`config.mk`:
```
export PLATFORM = sky130hd
export DESIGN_NAME = seg_scan_driver
export DESIGN_NICKNAME = d
export VERILOG_FILES = /design/src/rtl/seg_scan_driver.sv
export SDC_FILE = /design/constraint.sdc
export NUM_CORES = 1
export LEC_CHECK = 0
export CAP_MARGIN = 5
export CELL_PAD_IN_SITES_DETAIL_PLACEMENT = 1
export CELL_PAD_IN_SITES_GLOBAL_PLACEMENT = 1
export CORE_ASPECT_RATIO = 0.5
export CORE_UTILIZATION = 30
export DETAILED_ROUTE_END_ITERATION = 7
export PLACE_DENSITY = 0.53
export SLEW_MARGIN = 20
export SYNTH_ARGS = -nofsm -noshare
export SYNTH_HDL_FRONTEND = slang
export SYNTH_SLANG_ARGS = --single-unit
```
`constraint.sdc`:
```
create_clock -name clk -period 2.38 [get_ports clk]
set_clock_uncertainty 0.2 [all_clocks]
set_input_delay 0.238 -clock clk [delete_from_list [all_inputs] [get_ports clk]]
set_output_delay 0.238 -clock clk [all_outputs]
set_load 0.01 [all_outputs]
```
`src/rtl/seg_scan_driver.sv`:
```
// Time-multiplexed common-anode seven-segment driver with hex / register-name glyphs,
// per-digit dot, blank and blink, and a double-buffered display set applied at frame wrap.
module seg_scan_driver #(
  parameter int unsigned DIGITS      = 4,
  parameter int unsigned REFRESH_DIV = 50000,
  parameter int unsigned BLINK_DIV   = 64
) (
  input  logic                  clk,
  input  logic                  rst_n,
  input  logic [4*DIGITS-1:0]   digit_data,
  input  logic [DIGITS-1:0]     glyph_mode,
  input  logic [DIGITS-1:0]     dot_in,
  input  logic [DIGITS-1:0]     blank,
  input  logic [DIGITS-1:0]     blink,
  input  logic                  load,
  output logic [7:0]            seg_out,
  output logic [DIGITS-1:0]     anode_n,
  output logic                  frame_tick
);

  localparam int unsigned PW = $clog2(REFRESH_DIV);
  localparam int unsigned IW = (DIGITS > 1) ? $clog2(DIGITS) : 1;
  localparam int unsigned BW = (BLINK_DIV > 1) ? $clog2(BLINK_DIV) : 1;

  localparam logic [PW-1:0] PrescMax = PW'(REFRESH_DIV - 1);
  localparam logic [IW-1:0] IdxMax   = IW'(DIGITS - 1);
  localparam logic [BW-1:0] FcntMax  = BW'(BLINK_DIV - 1);

  logic [PW-1:0]          presc_q;
  logic [IW-1:0]          idx_q;
  logic [BW-1:0]          fcnt_q;
  logic                   phase_q;

  logic [4*DIGITS-1:0]    pend_data_q, act_data_q;
  logic [DIGITS-1:0]      pend_mode_q, act_mode_q;
  logic [DIGITS-1:0]      pend_dot_q, act_dot_q;
  logic [DIGITS-1:0]      pend_blank_q, act_blank_q;
  logic [DIGITS-1:0]      pend_blink_q, act_blink_q;
  logic                   pend_valid_q;

  logic                   wrap;
  logic [3:0]             nib;
  logic [6:0]             glyph;
  logic                   dark;
  logic [7:0]             seg_d;
  logic [DIGITS-1:0]      anode_d;

  function automatic logic [6:0] hex_glyph(input logic [3:0] n);
    case (n)
      4'h0: hex_glyph = 7'b1000000;  4'h1: hex_glyph = 7'b1111001;
      4'h2: hex_glyph = 7'b0100100;  4'h3: hex_glyph = 7'b0110000;
      4'h4: hex_glyph = 7'b0011001;  4'h5: hex_glyph = 7'b0010010;
      4'h6: hex_glyph = 7'b0000010;  4'h7: hex_glyph = 7'b1111000;
      4'h8: hex_glyph = 7'b0000000;  4'h9: hex_glyph = 7'b0010000;
      4'hA: hex_glyph = 7'b0001000;  4'hB: hex_glyph = 7'b0000011;
      4'hC: hex_glyph = 7'b1000110;  4'hD: hex_glyph = 7'b0100001;
      4'hE: hex_glyph = 7'b0000110;  default: hex_glyph = 7'b0001110;
    endcase
  endfunction

  function automatic logic [6:0] name_glyph(input logic [3:0] n);
    case (n)
      4'h0: name_glyph = 7'b0001000;  4'h1: name_glyph = 7'b0001110;
      4'h2: name_glyph = 7'b0000011;  4'h3: name_glyph = 7'b1000110;
      4'h4: name_glyph = 7'b0100001;  4'h5: name_glyph = 7'b0000110;
      4'h6: name_glyph = 7'b0001001;  4'h7: name_glyph = 7'b1000111;
      4'h8: name_glyph = 7'b0001100;  4'h9: name_glyph = 7'b1111001;
      4'hA: name_glyph = 7'b0000000;  4'hB: name_glyph = 7'b0010010;
      4'hC: name_glyph = 7'b1111000;  4'hD: name_glyph = 7'b1010001;
      4'hE: name_glyph = 7'b1011000;  default: name_glyph = 7'b1001110;
    endcase
  endfunction

  always_comb begin
    wrap  = (presc_q == PrescMax) && (idx_q == IdxMax);
    nib   = act_data_q[4*int'(idx_q) +: 4];
    glyph = act_mode_q[idx_q] ? name_glyph(nib) : hex_glyph(nib);
    dark  = act_blank_q[idx_q] | (act_blink_q[idx_q] & phase_q);
    // Segments are also blanked in the dead cycle so nothing leaks while anodes switch.
    seg_d = ((presc_q == '0) || dark) ? 8'hFF : {~act_dot_q[idx_q], glyph};
    anode_d = '1;
    if (presc_q != '0) anode_d[idx_q] = 1'b0;
  end

  always_ff @(posedge clk or negedge rst_n) begin
    if (!rst_n) begin
      presc_q      <= '0;
      idx_q        <= '0;
      fcnt_q       <= '0;
      phase_q      <= 1'b0;
      pend_data_q  <= '0;
      pend_mode_q  <= '0;
      pend_dot_q   <= '0;
      pend_blank_q <= '0;
      pend_blink_q <= '0;
      pend_valid_q <= 1'b0;
      act_data_q   <= '0;
      act_mode_q   <= '0;
      act_dot_q    <= '0;
      act_blank_q  <= '0;
      act_blink_q  <= '0;
      seg_out      <= 8'hFF;
      anode_n      <= '1;
      frame_tick   <= 1'b0;
    end else begin
      seg_out    <= seg_d;
      anode_n    <= anode_d;
      frame_tick <= wrap;

      if (presc_q == PrescMax) begin
        presc_q <= '0;
        idx_q   <= (idx_q == IdxMax) ? '0 : idx_q + IW'(1);
      end else begin
        presc_q <= presc_q + PW'(1);
      end

      if (wrap) begin
        if (fcnt_q == FcntMax) begin
          fcnt_q  <= '0;
          phase_q <= ~phase_q;
        end else begin
          fcnt_q <= fcnt_q + BW'(1);
        end
      end

      if (load) begin
        pend_data_q  <= digit_data;
        pend_mode_q  <= glyph_mode;
        pend_dot_q   <= dot_in;
        pend_blank_q <= blank;
        pend_blink_q <= blink;
      end

      // A load coincident with the wrap bypasses the pending set entirely.
      if (wrap) begin
        pend_valid_q <= 1'b0;
        if (load) begin
          act_data_q  <= digit_data;
          act_mode_q  <= glyph_mode;
          act_dot_q   <= dot_in;
          act_blank_q <= blank;
          act_blink_q <= blink;
        end else if (pend_valid_q) begin
          act_data_q  <= pend_data_q;
          act_mode_q  <= pend_mode_q;
          act_dot_q   <= pend_dot_q;
          act_blank_q <= pend_blank_q;
          act_blink_q <= pend_blink_q;
        end
      end else if (load) begin
        pend_valid_q <= 1'b1;
      end
    end
  end

endmodule
```
==> results.md, run 1 <==
- Outcome: finished with violations
- Failing checks: design-rule violations
- Worst IR Drop VDD: ~0.35 mV
- Adder-Cell Fraction of Synth Area: 0.03984
- RSZ-0062 raised after global routing: false
- Share of cells above drive strength 1: 0.2831
- Num CTS Buffers: 9
- Root Driver: clkbuf_16
- Crit Reg-Reg Startpoint: idx_q[0]$_DFFE_PN0N_
- I/O Buffers: 47
- IO Pins: 48
- Clk pwr share: 0.430
- FP Rows: 31
- Async S/R FF share, synth: 1.000
- Fill cells: 1575
- Worst-Margin Slew: 534.2 ps
- Worst Path Max Fanout: 11
- Largest net degree at the start of global routing: 41
- Critical Path Start: idx_q[0]$_DFFE_PN0N_
- Yosys top cell area share: 0.4834
- Final setup fails: 0
- Critical Path RT: between 2000 and 2500 ps
- Finished Layout Cells: ~630
- Ys flop type: dfrtp_1
- Final hold vios: 0
- Setup Buffers After CTS: 0
- HPWL Detailed: roughly 7500 um
- Post-synth top area cell: dfrtp_1
- GR Util met2: 0.2349
- Final slew viol count: 0
- Max clock buf depth: 2
- Initial antenna violation count: 0
- Routed Antenna Nets: 0
- Tcrit/Tclk final: 0.9386
- Initial Util: 0.3163
- Synth Area in Compound Gates: 0.04064
- Met3 GRT Util: 0.03241
- Synth-to-Final Area Change: 23.93%
- Synth Cell Area: approximately 0.0047 sq mm
- Worst setup path end: seg_out[2]$_DFF_PN1_
- Routed vias/inst: a little under 5
- Avg WL per Cell: between 15 and 20 um
- DRC Markers: 6
- Clk slew on worst S/H paths: 70 ps
- Worst Path Arrival: 2300 ps
- Core area: ~0.015 sq mm
- Largest family of logic cells by synthesized area: multiplexers
- Post-synthesis mux area share: 0.2090
- Register area share after synthesis: 0.5503
- Post-Syn Nets: approximately 420
- Logic pwr share: 0.054
- Place WS: between 5 and 6 ps
- Min Hold Slack: ~220 ps
- Via Count: 3025
- Net Switching: approximately 0.73 mW
- Vias in the first global route: 3364
- Leak Pwr: 2.571 nW
- First-pass GRT wire length: around 18000 um
- Diode count: 0
- M1 GR Usage: 0.1837
- FMAX: around 450 MHz
- Max-Cap Viols: 0
- Synth unique cells: 41
- Placed cells: between 600 and 700
- Worst Setup End Kind: flip-flop
- Total GRT Usage: 0.1411
- Flops & latches, synth: ~100
- Reg-to-Reg End: seg_out[2]$_DFF_PN1_
- Sw Ratio: 0.2083
- Routed Wire Length: between 10000 and 15000 um
- HP Class: input port to asynchronous set/reset pin
- Final setup TNS: 0 ps
- Power Internal: ~2.8 mW
- Fin nets: roughly 480
- Die Y: slightly above 90 um
- Setup crit start kind: flip-flop
- Worst skew pair latency: 340 ps
- Number of synthesized flops with an enable pin: 0
- Seq pwr share: 0.516
- Final Util: 0.3920
- Initial DRC count: approximately 170
- Syn Area/Cell: 12.87 sq um
- Reg2Reg Depth: 5
- Crit path kind: flip-flop to flip-flop
- Main area contributors after synthesis: dfrtp_1 48%, mux2_2 16%, dfstp_2 6.7%
- Rel. slew slack: 0.6438
- Worst R2R Setup Slack: 150 ps
- Setup WS post-layout: 146.1 ps
- CTS sink count: just over 100
- Synth Area in Simple Gates: 0.09934
- Die X: ~180 um
- Synth warnings: 0
- Routability Congestion: 0.7828
- H-tree depth: 3
- XOR/XNOR Fraction of Synth Area: 0.03347
- CTS tree: done
- Die area: around 0.016 sq mm
- Detailed Routing Iterations Pass 1: 6
- Gr busiest metal: met2
- Power density of the placed cells: slightly above 600 mW/mm^2
- Total gr overflow: 0
- Mapped Cells: roughly 370
- Post-route minimum period: around 2200 ps
==> worst min path at each step <==
stage               slack (ps)  startpoint                          to  depth (start not counted)
detailed placement          60       rst_n        presc_q[2]$_DFF_PN0_                          1
floorplan                 -260       rst_n  act_blank_q[0]$_DFFE_PN0P_                          0
CTS                        240       rst_n        presc_q[2]$_DFF_PN0_                          2
finish                     220       rst_n        presc_q[2]$_DFF_PN0_                          2
global placement            50       rst_n        presc_q[2]$_DFF_PN0_                          1
global route               280       rst_n        presc_q[2]$_DFF_PN0_                          2
==> worst max-delay path, stage by stage (launching register included) <==
cell     delay [ps]
dfrtp_2         430
buf_6           200
mux4_2          680
o21ai_1         190
a31oi_1          70
or3_1           390
==> per-stage QoR <==
step / cell area [sq um] / total power [mW]
after floorplan: 4711 / 1.921
after global placement: 5493 / 2.038
after detailed placement: 5493 / 2.047
after CTS: 5839 / 3.581
after global routing: 5838 / 3.665
final: 5838 / 3.520
==> cells in the mapped netlist, drive strengths merged, types with 9 or more instances <==
cell / number
o21ai: 10
dfstp: 12
xor2: 11
nand2: 25
dfrtp: 91
nor2: 21
nand3: 15
nor3: 10
ha: 15
buf: 10
mux2: 66
inv: 9
==> area by class of cell <==
cell class / count / area [sq um] / share of cell area
Sequential cell: 103 / 2594 / 0.4443
Multi-Input combinational cell: 238 / 2009 / 0.3442
Timing Repair Buffer: 64 / 639.4 / 0.1095
Clock buffer: 12 / 256.5 / 0.04393
Tap cell: 198 / 247.7 / 0.04243
Clock inverter: 4 / 53.80 / 0.009216
Inverter: 10 / 37.54 / 0.006429
==> layout by cell type, fill, tap and decap left out, types with 2 or more instances in the layout <==
cell type	instances
a21oi_1	4
a31oi_1	4
and2_1	2
and3_1	2
buf_12	3
buf_4	13
clkbuf_16	9
clkbuf_8	2
clkdlybuf4s50_1	46
clkinvlp_4	2
dfrtp_1	90
dfstp_2	12
ha_1	15
inv_1	9
mux2_2	66
mux2i_1	5
mux4_1	2
mux4_2	7
nand2_1	25
nand2b_1	4
nand3_1	14
nand4_1	5
nor2_1	21
nor3_1	9
nor4_1	2
nor4b_1	2
o211ai_1	4
o21ai_0	9
o31ai_1	3
or3_1	3
xnor2_1	7
xor2_1	11
==> sequential cells by signal, summed over array words and instances (netlist names), 2 cells and up <==
name / flops
anode_n: 4
act_blank_q: 4
idx_q: 2
act_mode_q: 4
seg_out: 8
pend_blank_q: 4
pend_data_q: 16
pend_mode_q: 4
act_blink_q: 4
fcnt_q: 6
act_data_q: 16
presc_q: 16
pend_blink_q: 4
pend_dot_q: 4
act_dot_q: 4
==> routing by layer <==
layer	share of wire	routed length (um)	up-vias
li1	-	-	1414
met2	0.50	5322	32
met5	0	0	-
met1	0.46	4979	1569
met3	0.029	312	10
met4	0.012	133	0
==> what timing repair did <==
item                                    CTS  global route
hold buffers                              1             0
gates cloned                              1             0
endpoints found under the hold margin    34             0
pin swaps                                 0             0
gates resized for setup                   0             5
endpoints found under the setup margin    1             6
==> power groups by stage <==
stage | combinational (mW) | clock (mW) | sequential, mW
6_report | 0.190 | 1.51 | 1.82
5_1_grt | 0.212 | 1.63 | 1.82
4_1_cts | 0.198 | 1.57 | 1.82
3_5_place_dp | 0.196 | 0 | 1.85
3_3_place_gp | 0.191 | 0 | 1.85
2_1_floorplan | 0.0756 | 0 | 1.85
==> logic make-up after synthesis <==
family | after synthesis
buffers and inverters | 26
AND/OR/NAND/NOR | 95
flip-flops | 103
adder cells (fa/ha/maj) | 15
AO/OA/AOI/OAI | 30
XOR/XNOR | 18
multiplexers | 79
No activity file was read; power rests on OpenSTA's default activity.
==> run 2: changes to the inputs <==
- REMOVE_ABC_BUFFERS: default -> 1
==> results.md, run 2 (synthesis gave the netlist of run 1 again) <==
- Power Internal: 2.722 mW (-2.3%)
- Met3 GRT Util: 0.03704 (+0.004630)
- Post-route minimum period: 2275 ps (+41.30 ps)
- Top Registers: act_data_q x16, pend_data_q x16, presc_q x16
- Detailed Routing Iterations Pass 1: 8 (+2)
- CP cell instances: mux4_1 -> buf_4 -> ha_1 -> nand2b_1 -> o31ai_1 -> or3_1
- Fin nets: 474 (-0.42%)
- Worst Path Max Fanout: 5 (-6)
- Worst skew pair latency: 350 ps (about the same)
- Max-Cap Viols: 0 (unchanged)
- Net Switching: 0.7428 mW (+1.3%)
- IO Pins: 48 (unchanged)
- CTS tree: done
- Final hold vios: 0 (unchanged)
- Worst IR Drop VDD: 0.3206 mV (-8.2%)
- Total gr overflow: 0 (unchanged)
- Leak Pwr: 2.561 nW (-0.39%)
- Largest net degree at the start of global routing: 42 (+2.4%)
- FP Rows: 31 (unchanged)
- CTS sink count: 103 (unchanged)
- Gr busiest metal: met2
- Final setup TNS: 0 ps (unchanged)
- RSZ-0062 raised after global routing: false
- Root Driver: clkbuf_16
- M1 GR Usage: 0.1774 (-0.006285)
- Clk pwr share: 0.421 (-0.009)
- Delay of the slowest critical-path stage: 650 ps (-30 ps)
- Slowest CP cell: mux4_1
- Worst Setup End Kind: flip-flop
- Most frequent cells in the layout: 91 x dfrtp_1, 66 x mux2_2, 46 x clkdlybuf4s50_1, 25 x nand2_1, 21 x nor2_1
- Tcrit/Tclk final: 0.9560 (+0.01735)
- DRC Markers: 4 (-2)
- H-tree depth: 3 (unchanged)
- Routed Wire Length: 10170 um (-5.3%)
- Total GRT Usage: 0.1413 (+0.0001978)
- Most common cell after layout, fill and taps aside: dfrtp_1
- HPWL Detailed: 7494 um (+0.56%)
- Power density of the placed cells: 599.7 mW/mm^2 (-0.54%)
- Share of cells above drive strength 1: 0.2821 (-0.001011)
- Die Y: 90.61 um (unchanged)
- Die area: 0.01624 sq mm (unchanged)
- Fill cells: 1578 (+0.19%)
- Sw Ratio: 0.2144 (+0.006091)
- Final slew viol count: 0 (unchanged)
- Final setup fails: 0 (unchanged)
- Worst-Margin Slew: 525.1 ps (-9.104 ps)
- Outcome: finished with violations
- Initial antenna violation count: 0 (unchanged)
- Crit path kind: flip-flop to flip-flop
- Setup crit start kind: flip-flop
- Avg WL per Cell: 16.23 um (-5.0%)
- Vias in the first global route: 3377 (+0.39%)
- Diode count: 0 (unchanged)
- I/O Buffers: 47 (unchanged)
- Initial DRC count: 137 (-18%)
- Worst Path Arrival: 2340 ps (+40 ps)
- HP Class: input port to asynchronous set/reset pin
- First-pass GRT wire length: 17810 um (+0.66%)
- Seq pwr share: 0.525 (+0.009)
- FMAX: 439.5 MHz (-1.8%)
- Num CTS Buffers: 9 (unchanged)
- Rel. slew slack: 0.6499 (+0.006069)
- Routed Antenna Nets: 0 (unchanged)
- Total Power: 3.465 mW (-1.6%)
- Die X: 179.2 um (unchanged)
- Synth-to-Final Area Change: 22.63%
- Core area: 0.01489 sq mm (unchanged)
- Failing checks: design-rule violations
- Initial Util: 0.3163 (unchanged)
- Logic pwr share: 0.054 (about the same)
- Critical Path RT: 2450 ps (about the same)
- Clk slew on worst S/H paths: 70 ps (about the same)
- Routed vias/inst: 4.829 (+0.42%)
- GR Util met2: 0.2375 (+0.002574)
- Via Count: 3028 (+0.099%)
- Max clock buf depth: 2 (unchanged)
- Routability Congestion: 0.8574 (+9.5%)
run 2: cell type report:
cell class / count / area (sq um) / share of cell area
inverters: 10 / 37.54 / 0.006498
flip-flops and latches: 103 / 2592 / 0.4488
clock inverters: 6 / 61.31 / 0.01061
well taps: 198 / 247.7 / 0.04289
clock buffers: 10 / 229.0 / 0.03964
repair buffers: 63 / 615.6 / 0.1066
multi-input cells: 237 / 1993 / 0.3450
run 2: worst max-delay path: cells and delay by family (launching register included):
family	cells	cell delay [ps]
mux	1	650
buf+inv	1	200
fa+ha+maj	1	210
flops	1	420
compound gates	1	80
simple gates	2	450
run 2: what timing repair did:
action | in CTS | in global routing
endpoints found under the hold margin | 29 | 0
hold buffers | 1 | 0
resized for setup | 0 | 4
endpoints found under the setup margin | 0 | 3
buffers inserted | 0 | 0
run 2: power by group through the flow:
| stage | clock network [mW] | logic (mW) | registers [mW] |
|---|---|---|---|
| 2_1_floorplan | 0 | 0.0671 | 1.85 |
| 5_1_grt | 1.59 | 0.210 | 1.82 |
| 3_5_place_dp | 0 | 0.194 | 1.85 |
| 3_3_place_gp | 0 | 0.186 | 1.85 |
| 6_report | 1.46 | 0.188 | 1.82 |
| 4_1_cts | 1.53 | 0.195 | 1.82 |
run 2: per-layer routing:
metal	part of all wire	up-vias
met5	0	-
met4	0.012	0
met3	0.029	10
met2	0.51	27
met1	0.45	1589
li1	-	1402
run 2: per-stage QoR:
| step | cells | worst slack (ps) | util | instance area [sq um] | hold slack (ps) |
|---|---|---|---|---|---|
| floorplan | 350 | -481.3 | - | 4619 | -257.6 |
| global placement | 610 | 161.9 | 0.3674 | 5473 | 43.08 |
| detailed placement | 610 | 75.23 | 0.3674 | 5473 | 55.77 |
| CTS | 627 | 64.22 | 0.3876 | 5773 | 223.9 |
| global route | 627 | 14.81 | 0.3879 | 5777 | 257.4 |
| finish | 627 | 104.8 | 0.3879 | 5777 | 211.5 |
run 2: final timing paths:
| path | startpoint | to | slack, ps | cells after the start |
|---|---|---|---|---|
| min in group clk | pend_dot_q[2]$_DFFE_PN0P_ | pend_dot_q[2]$_DFFE_PN0P_ | 300 | 1 |
| worst max register to register | idx_q[0]$_DFFE_PN0N_ | seg_out[2]$_DFF_PN1_ | 100 | 6 |
| worst max-delay path | idx_q[0]$_DFFE_PN0N_ | seg_out[2]$_DFF_PN1_ | 100 | 6 |
| worst min register to register | pend_dot_q[2]$_DFFE_PN0P_ | pend_dot_q[2]$_DFFE_PN0P_ | 300 | 1 |
| worst min-delay path | rst_n | pend_blank_q[3]$_DFFE_PN0P_ | 210 | 2 |
| max in group asynchronous | rst_n | anode_n[3]$_DFF_PN1_ | 1000 | 3 |
==> run 3: changes to the inputs <==
- CAP_MARGIN: 5 -> default
- REMOVE_ABC_BUFFERS: 1 -> default
==> results of run 3 <==
The final DEF is identical to that of run 1; final timing and power are the same.
